<file path="src/rtl/sdram_sched_pkg.sv">
// Shared definitions for the SDRAM burst scheduler.
//   grant_t : burst owner codes, also driven on the grant port
//   state_t : arbiter FSM encodings
//   DEF_*   : frame page geometry (one page = one full-page burst)
package sdram_sched_pkg;

    localparam int PAGE_WORDS      = 512;
    localparam int DEF_FRAME_PAGES = 600;
    localparam int DEF_SOBEL_BASE  = 600;
    localparam int ADDR_W          = 12;

    typedef enum logic [1:0] {
        GNT_NONE = 2'd0,
        GNT_CAM  = 2'd1,
        GNT_VGA  = 2'd2,
        GNT_SOB  = 2'd3
    } grant_t;

    typedef enum logic [1:0] {
        ST_IDLE      = 2'd0,
        ST_ISSUE     = 2'd1,
        ST_WAIT_ACK  = 2'd2,
        ST_WAIT_DONE = 2'd3
    } state_t;

endpackage

</file>
<file path="src/rtl/page_addr_gen.sv">
// Page address generator for one frame region.
//   clk, rst_n : clock, async active-low reset (addr returns to BASE)
//   adv        : step to the next page this cycle
//   addr       : current page, BASE .. BASE+PAGES-1
//   wrap       : high while adv is set on the last page
module page_addr_gen
    import sdram_sched_pkg::*;
#(
    parameter int BASE  = 0,
    parameter int PAGES = DEF_FRAME_PAGES
) (
    input  logic              clk,
    input  logic              rst_n,
    input  logic              adv,
    output logic [ADDR_W-1:0] addr,
    output logic              wrap
);

    localparam logic [ADDR_W-1:0] FIRST = ADDR_W'(BASE);
    localparam logic [ADDR_W-1:0] LAST  = ADDR_W'(BASE + PAGES - 1);

    assign wrap = adv && (addr == LAST);

    always_ff @(posedge clk or negedge rst_n) begin
        if (!rst_n) begin
            addr <= FIRST;
        end else if (adv) begin
            addr <= (addr == LAST) ? FIRST : addr + 1'b1;
        end
    end

endmodule

</file>
<file path="src/rtl/sdram_burst_arbiter.sv">
// Full-page burst scheduler between camera write, Sobel write and VGA read.
//   clk, rst_n        : SDRAM clock, async active-low reset
//   ready             : controller idle / accepts a command
//   cam_count         : camera FIFO fill
//   sobel_count       : Sobel FIFO fill
//   vga_count         : VGA FIFO fill (write side)
//   sobel_mode        : 1 = display the Sobel frame
//   rw, rw_en, f_addr : controller command (1 = read), one-cycle strobe, page
//   grant             : burst owner, held until the burst completes
//   wr_src            : write data select, 1 = camera, 0 = Sobel
//   frame_wrap        : pulse when the camera page wraps to 0
//
// state        | meaning
// ST_IDLE      | evaluate requests, pick one winner when ready
// ST_ISSUE     | register the command for the winner, advance its page
// ST_WAIT_ACK  | wait for ready to drop; give up after ACK_TIMEOUT cycles
// ST_WAIT_DONE | burst running, leave when ready returns
module sdram_burst_arbiter
    import sdram_sched_pkg::*;
#(
    parameter int FRAME_PAGES = DEF_FRAME_PAGES,
    parameter int SOBEL_BASE  = DEF_SOBEL_BASE,
    parameter int WR_THRESH   = 512,
    parameter int RD_LOW      = 250,
    parameter int RD_CRIT     = 64,
    parameter int AGE_LIMIT   = 8,
    parameter int ACK_TIMEOUT = 4
) (
    input  logic              clk,
    input  logic              rst_n,
    input  logic              ready,
    input  logic [9:0]        cam_count,
    input  logic [9:0]        sobel_count,
    input  logic [9:0]        vga_count,
    input  logic              sobel_mode,
    output logic              rw,
    output logic              rw_en,
    output logic [ADDR_W-1:0] f_addr,
    output logic [1:0]        grant,
    output logic              wr_src,
    output logic              frame_wrap
);

    localparam logic [9:0]        WR_TH    = 10'(WR_THRESH);
    localparam logic [9:0]        RD_LO    = 10'(RD_LOW);
    localparam logic [9:0]        RD_CR    = 10'(RD_CRIT);
    localparam logic [3:0]        AGE_MAX  = 4'(AGE_LIMIT);
    localparam logic [2:0]        ACK_LOAD = 3'(ACK_TIMEOUT - 1);
    localparam logic [ADDR_W-1:0] RD_OFS   = ADDR_W'(SOBEL_BASE);

    state_t            state, state_nx;
    grant_t            win, pick;
    logic [3:0]        age;
    logic [2:0]        ack_tmr;
    logic              disp_sel;
    logic              cam_req, vga_req, vga_crit, sob_req;
    logic              adv_cam, adv_sob, adv_rd;
    logic              cam_wrap, rd_wrap, sob_wrap_unused;
    logic [ADDR_W-1:0] cam_addr, sob_addr, rd_addr;

    page_addr_gen #(.BASE(0), .PAGES(FRAME_PAGES)) u_cam_addr (
        .clk(clk), .rst_n(rst_n), .adv(adv_cam), .addr(cam_addr), .wrap(cam_wrap)
    );
    page_addr_gen #(.BASE(SOBEL_BASE), .PAGES(FRAME_PAGES)) u_sob_addr (
        .clk(clk), .rst_n(rst_n), .adv(adv_sob), .addr(sob_addr), .wrap(sob_wrap_unused)
    );
    page_addr_gen #(.BASE(0), .PAGES(FRAME_PAGES)) u_rd_addr (
        .clk(clk), .rst_n(rst_n), .adv(adv_rd), .addr(rd_addr), .wrap(rd_wrap)
    );

    always_comb begin
        cam_req  = cam_count > WR_TH;
        sob_req  = sobel_count > WR_TH;
        vga_req  = vga_count < RD_LO;
        vga_crit = vga_count < RD_CR;

        pick = GNT_NONE;
        if (vga_crit)                       pick = GNT_VGA;
        else if (sob_req && age == AGE_MAX) pick = GNT_SOB;
        else if (cam_req)                   pick = GNT_CAM;
        else if (vga_req)                   pick = GNT_VGA;
        else if (sob_req)                   pick = GNT_SOB;
    end

    always_comb begin
        state_nx = state;
        adv_cam  = 1'b0;
        adv_sob  = 1'b0;
        adv_rd   = 1'b0;
        case (state)
            ST_IDLE: begin
                if (ready && pick != GNT_NONE) state_nx = ST_ISSUE;
            end
            ST_ISSUE: begin
                state_nx = ST_WAIT_ACK;
                adv_cam  = (win == GNT_CAM);
                adv_sob  = (win == GNT_SOB);
                adv_rd   = (win == GNT_VGA);
            end
            ST_WAIT_ACK: begin
                if (!ready)              state_nx = ST_WAIT_DONE;
                else if (ack_tmr == '0)  state_nx = ST_IDLE;
            end
            ST_WAIT_DONE: begin
                if (ready) state_nx = ST_IDLE;
            end
            default: state_nx = ST_IDLE;
        endcase
    end

    always_ff @(posedge clk or negedge rst_n) begin
        if (!rst_n) begin
            state      <= ST_IDLE;
            win        <= GNT_NONE;
            age        <= '0;
            ack_tmr    <= '0;
            disp_sel   <= 1'b0;
            rw         <= 1'b0;
            rw_en      <= 1'b0;
            f_addr     <= '0;
            grant      <= GNT_NONE;
            wr_src     <= 1'b1;
            frame_wrap <= 1'b0;
        end else begin
            state      <= state_nx;
            rw_en      <= (state == ST_ISSUE);
            frame_wrap <= cam_wrap;

            if (state == ST_IDLE) begin
                if (!sob_req) begin
                    age <= '0;
                end else if (state_nx == ST_ISSUE) begin
                    if (pick == GNT_SOB)     age <= '0;
                    else if (age != AGE_MAX) age <= age + 1'b1;
                end
                if (state_nx == ST_ISSUE) win <= pick;
            end

            if (state == ST_ISSUE) begin
                rw      <= (win == GNT_VGA);
                grant   <= win;
                ack_tmr <= ACK_LOAD;
                if (win != GNT_VGA) wr_src <= (win == GNT_CAM);
                case (win)
                    GNT_CAM: f_addr <= cam_addr;
                    GNT_SOB: f_addr <= sob_addr;
                    GNT_VGA: f_addr <= rd_addr + (disp_sel ? RD_OFS : '0);
                    default: f_addr <= '0;
                endcase
            end

            if (state == ST_WAIT_ACK && ready && ack_tmr != '0) ack_tmr <= ack_tmr - 1'b1;

            if (state != ST_IDLE && state_nx == ST_IDLE) grant <= GNT_NONE;

            // Display frame switches only at a frame boundary to avoid tearing.
            if (rd_wrap || (state == ST_IDLE && rd_addr == '0)) disp_sel <= sobel_mode;
        end
    end

endmodule

</file>
<file path="config.mk">
export PLATFORM = sky130hd
export DESIGN_NAME = sdram_burst_arbiter
export DESIGN_NICKNAME = d
export VERILOG_FILES = /design/src/rtl/sdram_sched_pkg.sv /design/src/rtl/page_addr_gen.sv /design/src/rtl/sdram_burst_arbiter.sv
export SDC_FILE = /design/constraint.sdc
export NUM_CORES = 1
export LEC_CHECK = 0
export ABC_CLOCK_PERIOD_IN_PS = 1800
export CORE_ASPECT_RATIO = 0.8
export CORE_MARGIN = 5
export CORE_UTILIZATION = 40
export CTS_CLUSTER_SIZE = 16
export DETAILED_ROUTE_END_ITERATION = 7
export GPL_TIMING_DRIVEN = 0
export SLEW_MARGIN = 20
export SYNTH_ARGS = -nofsm -noshare
export SYNTH_HDL_FRONTEND = slang
export SYNTH_SLANG_ARGS = --single-unit
</file>
<file path="constraint.sdc">
create_clock -name clk -period 1.8 [get_ports clk]
set_input_delay 0.27 -clock clk [delete_from_list [all_inputs] [get_ports clk]]
set_output_delay 0.27 -clock clk [all_outputs]
set_load 0.05 [all_outputs]
</file>
==> results.sh <==
export IMPL_layout_drive_gt1_share_pct=21.7
export IMPL_grt_max_degree=43
export IMPL_cts_buffer_depth=2
export IMPL_start_kind="register"
export IMPL_clock_latency_ns=0.33
export IMPL_crit_path_end_kind="register"
export IMPL_core_um2=9000
export IMPL_wl_mm=9.24
export IMPL_setup_violations=3
export IMPL_dp_hpwl_mm=6.67
export IMPL_stdcell_area_um2=5030
export IMPL_synth_edf_count=0
export IMPL_drt_first_pass_iters=4
export IMPL_drv_cap=0
export IMPL_fmax_mhz=533
export IMPL_reg2reg_depth=6
export IMPL_cts_sinks=66
export IMPL_io_buffers=50
export IMPL_relSlewSlack_pct=61.4
export IMPL_period_needed_ns=1.88
export IMPL_finClkSkew_ns=0.00701
export IMPL_worstSetupPathType="register to register"
export IMPL_initial_utilization_pct=40.8
export IMPL_die_x_um=117
export IMPL_vias=3059
export IMPL_worstMarginPinSlew_ns=0.578
export IMPL_rsz0062_at_grt="yes"
export IMPL_status="finished, violations left"
export IMPL_drt_initial_drc_count=146
export IMPL_worstPathArrival_ns=2.09
export IMPL_ys_flop_type="dfrtp_1"
export IMPL_synthDistinctLibCells=58
export IMPL_ir_worst_vdd_uv=894
export IMPL_rows=31
export IMPL_fp_dieArea_um2=11200
export IMPL_clk_pin_slew_ns=0.06
export IMPL_nets=490
export IMPL_violations="setup timing"
export IMPL_placed_cell_area_um2=4370
export IMPL_io_pins=52
export IMPL_seq_area_frac_synth_pct=45.1
export IMPL_drc=0
export IMPL_syn_num_nets=417
export IMPL_antenna_found_initial=0
export IMPL_hp_class="primary input to asynchronous set/reset pin"
export IMPL_grt_pass1_vias=3148
export IMPL_syn2layout_area_growth_pct=37.0
export IMPL_power_leakage_nw=2.24
export IMPL_grt_pass1_wl_mm=15.4
export IMPL_cts_root_buf="clkbuf_16"
export IMPL_synth_area_per_cell_um2=9.93
export IMPL_hold_viol_final=0
export IMPL_critPathMaxFanout=10
export IMPL_ant_nets=0
export IMPL_r2r_start="state[0]"
export IMPL_setup_slack_ns=-0.0752
export IMPL_die_height_um=95.7
export IMPL_crit_required_ns=2.01
export IMPL_yosysWarnings=0
export IMPL_htree_levels=3
export IMPL_n_antenna_cell=0
export IMPL_final_common_cell="dfrtp_1"
export IMPL_cts_tree="built"
export IMPL_post_drt_wl_per_cell_um=16.4
export IMPL_report_final_slew_viol_count=0
export IMPL_gr_usage_all_layers_pct=17.7
export IMPL_setup_tns_ns=-0.172
export IMPL_synthCells=370
export IMPL_synth_area_um2=3670
export IMPL_period_share_pct=104
export IMPL_place_ws_ns=-0.499
export IMPL_routed_via_density=5.43
export IMPL_cts_made_buffers=9
export IMPL_rrSetupSlack_ns=-0.08
export IMPL_worstReg2RegEnd="disp_sel"
export IMPL_gp_congestion=0.770
export IMPL_ys_ff_latch=66
export IMPL_synth_async_sr_flop_share_pct=100
export IMPL_gr_total_overflow=0
export IMPL_final_cell_mix="dfrtp_1 (59), nand2_1 (41), nor2_1 (38), clkdlybuf4s50_1 (32), xor2_1 (18)"
export IMPL_power_density_nw_per_um2=1360
==> final cells by class <==
cell class                      count  area, um^2
Inverter                           10        37.5
Clock buffer                       10         239
Clock inverter                      6         113
Tap cell                          115         144
Timing Repair Buffer               67         642
Sequential cell                    66        1660
Fill cell                         798        3970
Multi-Input combinational cell    278        2140
Buffer                             11        51.3
==> cell usage after synthesis, types with 3 or more instances <==
master / n / area [um^2]
a21oi_1: 8 / 40.0
a221oi_1: 8 / 70.1
and2_1: 3 / 18.8
and3_1: 3 / 18.8
and4_1: 3 / 26.3
clkbuf_1: 13 / 48.8
dfrtp_1: 61 / 1530
dfstp_2: 5 / 131
ha_1: 12 / 150
inv_1: 9 / 33.8
mux2_2: 9 / 101
mux2i_1: 5 / 50.1
nand2_1: 41 / 154
nand2b_1: 3 / 18.8
nand3_1: 16 / 80.1
nand4_1: 13 / 81.3
nor2_1: 41 / 154
nor2b_1: 6 / 37.5
nor3_1: 5 / 25.0
nor4_1: 3 / 18.8
nor4b_1: 3 / 26.3
o21ai_0: 13 / 65.1
o221ai_1: 3 / 26.3
or3_1: 4 / 25.0
xnor2_1: 16 / 140
xor2_1: 18 / 158
==> how the worst max path moves through the flow <==
stage / from / endpoint / slack (ns)
4_1_cts: u_rd_addr.addr[5] / disp_sel / -0.14
3_5_place_dp: sobel_count[4] / win[0] / -0.50
6_report: state[0] / disp_sel / -0.08
2_1_floorplan: u_rd_addr.addr[3] / f_addr[11] / -0.04
3_3_place_gp: rst_n / disp_sel / -2.05
5_1_grt: state[1] / disp_sel / -0.16
==> worst max-delay path: stages, from the launching register on <==
cell and delay [ns]:
dfrtp_1 0.42, clkbuf_4 0.22, nor2_2 0.24, nand4b_1 0.14
nor4b_1 0.35, nor2_1 0.08, mux2_1 0.31
==> stage by stage <==
stage	util, %	hold slack, ns	total power, mW	instances
2_1_floorplan	-	-0.0256	3.73	370
3_3_place_gp	48.4	0.469	4.47	535
3_5_place_dp	48.6	0.200	4.52	536
4_1_cts	54.1	0.392	6.74	558
5_1_grt	55.9	0.419	7.17	563
6_report	55.9	0.383	6.82	563
==> logic make-up after synthesis <==
group	share of synthesized area, %
buffers and inverters	2.73
adders and majority gates	4.63
xor gates and xnor gates	8.11
and+or+nand+nor	22.9
DFF	45.1
muxes	4.74
AOI/OAI and AO/OA	11.8
==> per-layer routing <==
| metal | routed length (um) | vias to the layer above | track usage (%) |
|---|---|---|---|
| met2 | 4460 | 40 | 28.6 |
| met1 | 4380 | 1527 | 24.2 |
| li1 | - | 1480 | - |
| met4 | 96 | 0 | 4.30 |
| met5 | 0 | - | 0 |
| met3 | 294 | 12 | 3.96 |
==> what timing repair did <==
action / in CTS / in global routing
endpoints found under the setup margin: 22 / 26
resized for setup: 34 / 32
buffers inserted: 6 / 9
endpoints found under the hold margin: 20 / 0
hold buffers: 1 / 0
pin swaps: 21 / 14
==> flip-flops by register name, indices dropped and copies added (netlist names), 2 cells and up <==
| name | count |
|---|---|
| ack_tmr | 3 |
| age | 4 |
| f_addr | 12 |
| state | 2 |
| u_rd_addr.addr | 12 |
| win | 2 |
| u_sob_addr.addr | 12 |
| grant | 2 |
| u_cam_addr.addr | 12 |
==> report_power, final <==
part           internal, mW  leakage (nW)  switching [mW]
registers              1.84         0.849           0.291
logic                  1.04          1.22            1.58
clock network          1.39         0.173           0.672
No activity file was read; power rests on OpenSTA's default activity.
==> variant 1: new RTL, same flow settings <==
Add an input register stage for `sobel_mode`, without a reset; this delays it by one clock. The other inputs are not delayed to match.
--- a/src/rtl/sdram_burst_arbiter.sv
+++ b/src/rtl/sdram_burst_arbiter.sv
@@ -48,4 +48,10 @@
     localparam logic [2:0]        ACK_LOAD = 3'(ACK_TIMEOUT - 1);
     localparam logic [ADDR_W-1:0] RD_OFS   = ADDR_W'(SOBEL_BASE);
+
+    logic sobel_mode_q;
+
+    always_ff @(posedge clk) begin
+        sobel_mode_q <= sobel_mode;
+    end
 
     state_t            state, state_nx;
@@ -155,5 +161,5 @@
 
             // Display frame switches only at a frame boundary to avoid tearing.
-            if (rd_wrap || (state == ST_IDLE && rd_addr == '0)) disp_sel <= sobel_mode;
+            if (rd_wrap || (state == ST_IDLE && rd_addr == '0)) disp_sel <= sobel_mode_q;
         end
     end
Function: changed (a bounded check fails within 4 cycles, from zero or initial values and one cycle with rst_n low).
==> variant 1 against the unedited design <==
  * Wire length rose by 5.9%
  * Sequential share of layout area fell by 1.0 points
  * Critical path depth did not move
  * Worst hold slack improved by 0.0029 ns
  * Worst setup slack got worse by 0.10 ns
  * First-iteration DRC count rose by 25%
  * Register-to-register slack got worse by 0.07 ns
  * Die area rose by 1.6%
  * Critical path type is now primary input to flip-flop
  * Sequential cell count rose by 1
  * Power rose by 1.5%
  * Final area rose by 5.1%
  * Largest cell class unchanged
  * The flow still finishes with violations (negative setup slack)
  * Synthesized area rose by 1.8%
==> variant 1: results (changes against the unedited design) <==
initial antenna violation count -> 0 (unchanged)
fin worst setup slack -> -0.175 ns (was -0.0752 ns)
number of enable-type register cells in the synthesized netlist -> 0 (unchanged)
portion of the post-synthesis area used by sequential elements -> 44.9% (was 45.1%)
post-synthesis adder-cell area fraction -> 4.55% (was 4.63%)
clock skew -> 0.00519 ns (was 0.00701 ns)
net load switching power -> 2.74 mW (was 2.55 mW)
DR top layer -> met4 (unchanged)
number of buffers created by CTS -> 9 (unchanged)
clock latency on the worst-skew pair -> 0.33 ns (about the same)
fraction of layout instances using a drive strength above 1 -> 27.4% (was 21.7%)
initial drt markers -> 183 (was 146)
Synth Area in XOR/XNOR -> 7.73% (was 8.11%)
maximum fanout encountered on the critical timing path -> 4 (was 10)
crit path DAT -> 2.23 ns (was 2.09 ns)
final estimated routing congestion in global placement -> 0.858 (was 0.770)
maximum clock insertion buffer count -> 2 (unchanged)
nets@finish -> 524 (was 490)
top post-synthesis cells by count -> dfrtp_1, nor2_1, nand2_1 (was dfrtp_1, nand2_1, nor2_1)
final-layout setup total negative slack -> -0.586 ns (was -0.172 ns)
number of setup violations in the final report -> 5 (was 3)
via count normalized by instance count -> 5.35 (was 5.43)
number of global-route vias before repair -> 3266 (was 3148)
result of the run -> finished, violations left (unchanged)
number of pins with negative max-slew slack in the final report -> 0 (unchanged)
number of fillers in the final layout -> 789 (was 798)
largest cells by area after synthesis -> dfrtp_1, nor2_1, nand2_1 (was dfrtp_1, xor2_1, nand2_1)
I/O Buffers -> 50 (unchanged)
Netlist cell types -> 62 (was 58)
asr flop ratio synth -> 98.5% (was 100%)
number of antenna diodes -> 0 (unchanged)
clk slew on worst S/H paths -> 0.05 ns
first-pass GRT wire length -> 16.1 mm (was 15.4 mm)
largest net degree at the start of global routing -> 40 (was 43)
DR pass1 iterations -> 4 (unchanged)
proportion of synthesized area in mux cells -> 4.95% (was 4.74%)
Met1 Wirelength -> 4.52 mm (was 4.38 mm)
Max rail drop VDD -> 0.916 mV (was 0.894 mV)
failing checks -> negative setup slack (unchanged)
type of the most critical hold path -> primary input to flip-flop (was primary input to async pin)
met2 routed wirelength -> 4.73 mm (was 4.46 mm)
synthesis warning total -> 0 (unchanged)
met3 WL post-DR -> 381 um (was 294 um)
pin slew with the least headroom to its limit -> 0.551 ns (was 0.578 ns)
Detail Placement HPWL -> 6.82 mm (was 6.67 mm)
number of nets in the synthesized netlist -> 431 (was 417)
overall global routing resource usage -> 17.7% (about the same)
Final Routed Wirelength -> 9.78 mm (was 9.24 mm)
H-Tree Depth -> 3 (unchanged)
Root Buffer Master -> clkbuf_16 (unchanged)
static leakage -> 2.36 nW (was 2.24 nW)
synthesized-area fraction occupied by ao, oa, aoi and oai cells -> 13.0% (was 11.8%)
-- variant 1: changes by cell type after synthesis, moves of 3 or more --
cell,delta
nand3_1,-3
nor2b_1,-3
a221oi_1,-4
nor2_1,+4
a21oi_1,+4
nand4_1,-3
o21ai_1,+7
a22oi_1,+4
-- variant 1: per-stage QoR --
step	utilization, %	total power [mW]	instances	setup WS [ns]	cell area, um2
global placement	49.3	4.80	549	-2.11	4470
floorplan	-	3.99	384	-0.372	3830
detailed placement	49.5	4.85	550	-1.06	4490
finish	58.2	6.92	597	-0.175	5290
CTS	56.5	6.88	585	-0.168	5130
global route	58.2	7.36	597	-0.221	5290
-- variant 1: worst paths after layout --
check	startpoint	endpoint	slack (ns)	depth (start not counted)
worst min register to register	sobel_mode_q	disp_sel	0.45	1
worst max-delay path	sobel_count[8]	age[2]	-0.18	6
min in group asynchronous	rst_n	age[3]	0.41	2
worst min-delay path	sobel_mode	sobel_mode_q	0.39	1
max in group asynchronous	rst_n	wr_src	0.79	3
worst max register to register	disp_sel	f_addr[9]	-0.15	8
-- variant 1: per-layer routing --
layer	vias up	global-route usage [%]
li1	1560	-
met1	1553	22.8
met3	18	4.60
met4	0	5.92
met5	-	0
met2	65	29.4
-- variant 1: cells by family after synthesis --
kind of cell | count (synthesis)
flops | 67
mux | 17
xor+xnor | 33
fa+ha+maj | 13
compound gates | 67
buf+inv | 25
simple gates | 162
-- variant 1: power by group through the flow --
stage,Sequential (mW),Clock (mW),Combinational (mW)
after floorplan,2.73,0,1.25
after global placement,2.23,0,2.57
after detailed placement,2.24,0,2.61
after CTS,2.23,1.77,2.88
after global routing,2.28,1.84,3.24
final,2.22,1.74,2.96
-- variant 1: area by class of cell --
| type | count | share of cell area, % |
|---|---|---|
| Sequential cell | 67 | 32.0 |
| Clock inverter | 5 | 0.994 |
| Buffer | 12 | 1.14 |
| Multi-Input combinational cell | 292 | 43.4 |
| Timing Repair Buffer | 84 | 14.4 |
| Inverter | 11 | 0.781 |
| Clock buffer | 11 | 4.59 |
| Tap cell | 115 | 2.72 |
-- variant 1: worst max-delay path, cell delays in order --
cell and delay, ns:
buf_6 0.09, or4_4 0.56, o41a_4 0.41, a32oi_4 0.21, or4b_4 0.51, o22ai_2 0.18
-- variant 1: what timing repair did --
item / in CTS / in global routing
setup buffers: 20 / 13
setup endpoints to repair: 52 / 37
pin swaps: 24 / 20
hold buffers: 1 / 0
resized for setup: 73 / 31
hold endpoints to repair: 27 / 0
==> variant 2: new RTL, same settings <==
Made on the original files. `ADDR_W`: 12 -> 13.
--- a/src/rtl/sdram_sched_pkg.sv
+++ b/src/rtl/sdram_sched_pkg.sv
@@ -8,5 +8,5 @@
     localparam int DEF_FRAME_PAGES = 600;
     localparam int DEF_SOBEL_BASE  = 600;
-    localparam int ADDR_W          = 12;
+    localparam int ADDR_W          = 13;
 
     typedef enum logic [1:0] {
Interface: changed (resized f_addr); port bits go from 52 to 53. No check against the original RTL was run, so the function may have changed too.
==> variant 2 against the unedited design <==
  * The run still ends with negative setup slack left
  * Count of clock-buffer cells in the layout unchanged
  * Final area up 11%
  * Sequential share of layout area down 1.2 points
  * Power up 8.5%
  * Synthesized area up 5.7%
  * First-iteration DRC count up 69%
  * Sequential cell count up 4
  * Wire length up 13%
  * Worst setup slack worse by 0.14 ns
==> variant 2: results (changes against the unedited design) <==
met3 track demand over resource -> 4.28% (was 3.96%)
portion of the post-synthesis area used by sequential elements -> 45.3% (was 45.1%)
result of the run -> finished, violations left (unchanged)
pre-CTS setup slack -> -0.531 ns (was -0.499 ns)
final-layout setup total negative slack -> -1.11 ns (was -0.172 ns)
met2 routed wirelength -> 4.67 mm (was 4.46 mm)
failing checks -> negative setup slack (unchanged)
number of sinks on the clock net -> 70 (was 66)
placed inst area -> 4570 um2 (was 4370 um2)
I/O Buffers -> 51 (was 50)
post-synthesis adder-cell area fraction -> 4.38% (was 4.63%)
area of the core -> 9570 um2 (was 9000 um2)
wire per inst -> 16.7 um (was 16.4 um)
nets@finish -> 548 (was 490)
overall global routing resource usage -> 17.7% (about the same)
fraction of layout instances using a drive strength above 1 -> 25.7% (was 21.7%)
number of global-route vias before repair -> 3242 (was 3148)
Worst Reg-to-Reg Cells -> 5 (was 6)
number of placed cells counting well taps -> 584 (was 536)
Relative slew margins -> 60.6% (was 61.4%)
number of signal-net buffers in the layout -> 94 (was 78)
number of cells in the finished layout apart from fillers -> 625 (was 563)
Inverters -> 14 (was 10)
post-layout instance area -> 5580 um2 (was 5030 um2)
met3 WL post-DR -> 514 um (was 294 um)
clk slew on worst S/H paths -> 0.06 ns (about the same)
global routing met1 resource utilization -> 25.9% (was 24.2%)
number of fillers in the final layout -> 800 (was 798)
multi-input combinational cell area -> 2380 um2 (was 2140 um2)
Syn Inst Count -> 413 (was 370)
Detail Placement HPWL -> 7.32 mm (was 6.67 mm)
Netlist cell types -> 60 (was 58)
maximum fanout encountered on the critical timing path -> 3 (was 10)
crit path DAT -> 2.23 ns (was 2.09 ns)
Crit-path slowest cell -> or4_4 (was dfrtp_1)
#MultiIn Comb -> 312 (was 278)
synthesized-area fraction occupied by ao, oa, aoi and oai cells -> 14.5% (was 11.8%)
proportion of synthesized area in mux cells -> 2.61% (was 4.74%)
DR pass1 iterations -> 5 (was 4)
critical path launch point -> u_rd_addr.addr[3] (was state[0])
Storage cell area -> 1770 um2 (was 1660 um2)
Synth Area in XOR/XNOR -> 7.22% (was 8.11%)
largest cells by area after synthesis -> dfrtp_1, nand2_1, xnor2_1 (was dfrtp_1, xor2_1, nand2_1)
Clock buffers and inverters, area share -> 6.66% (was 6.99%)
initial drt markers -> 247 (was 146)
via count normalized by instance count -> 5.51 (was 5.43)
final estimated routing congestion in global placement -> 0.856 (was 0.770)
Max rail drop VDD -> 0.950 mV (was 0.894 mV)
number of nets in the synthesized netlist -> 460 (was 417)
worst hold slack across all endpoints -> 0.402 ns (was 0.383 ns)
number of setup violations in the final report -> 10 (was 3)
clock skew -> 0.00697 ns (was 0.00701 ns)
routing usage on met2 -> 26.2% (was 28.6%)
first-pass GRT wire length -> 16.7 mm (was 15.4 mm)
Met1 Wirelength -> 5.15 mm (was 4.38 mm)
non-clock buffering overhead in the final layout -> 15.3% (was 13.8%)
top post-synthesis cells by count -> dfrtp_1, nand2_1, nor2_1 (unchanged)
static leakage -> 2.46 nW (was 2.24 nW)
fin worst setup slack -> -0.214 ns (was -0.0752 ns)
CP max stage delay -> 0.53 ns (was 0.42 ns)
==> variant 2: changes by cell type in the layout (fill, tap and decap cells not counted), moves of 5 or more <==
cell | unedited run | this run
mux2_2 | 9 | 2
dfrtp_1 | 59 | 53
xor2_1 | 18 | 10
buf_4 | 15 | 27
nand2_1 | 41 | 49
dfrtp_2 | 2 | 12
dlymetal6s2s_1 | 5 | 10
o21ai_1 | 3 | 8
o21ai_0 | 11 | 16
a21oi_1 | 6 | 14
clkbuf_1 | 7 | 2
==> variant 2: timing repair <==
item / CTS / global route
buffers inserted: 14 / 15
endpoints found under the hold margin: 27 / 0
endpoints found under the setup margin: 55 / 48
gates resized for setup: 50 / 70
hold buffers: 1 / 0
pin swaps: 14 / 23
==> variant 2: where the power goes <==
group | internal, mW | switching [mW] | total [mW]
Clock | 1.53 | 0.659 | 2.19
Combinational | 1.12 | 1.77 | 2.89
Sequential | 1.95 | 0.367 | 2.32
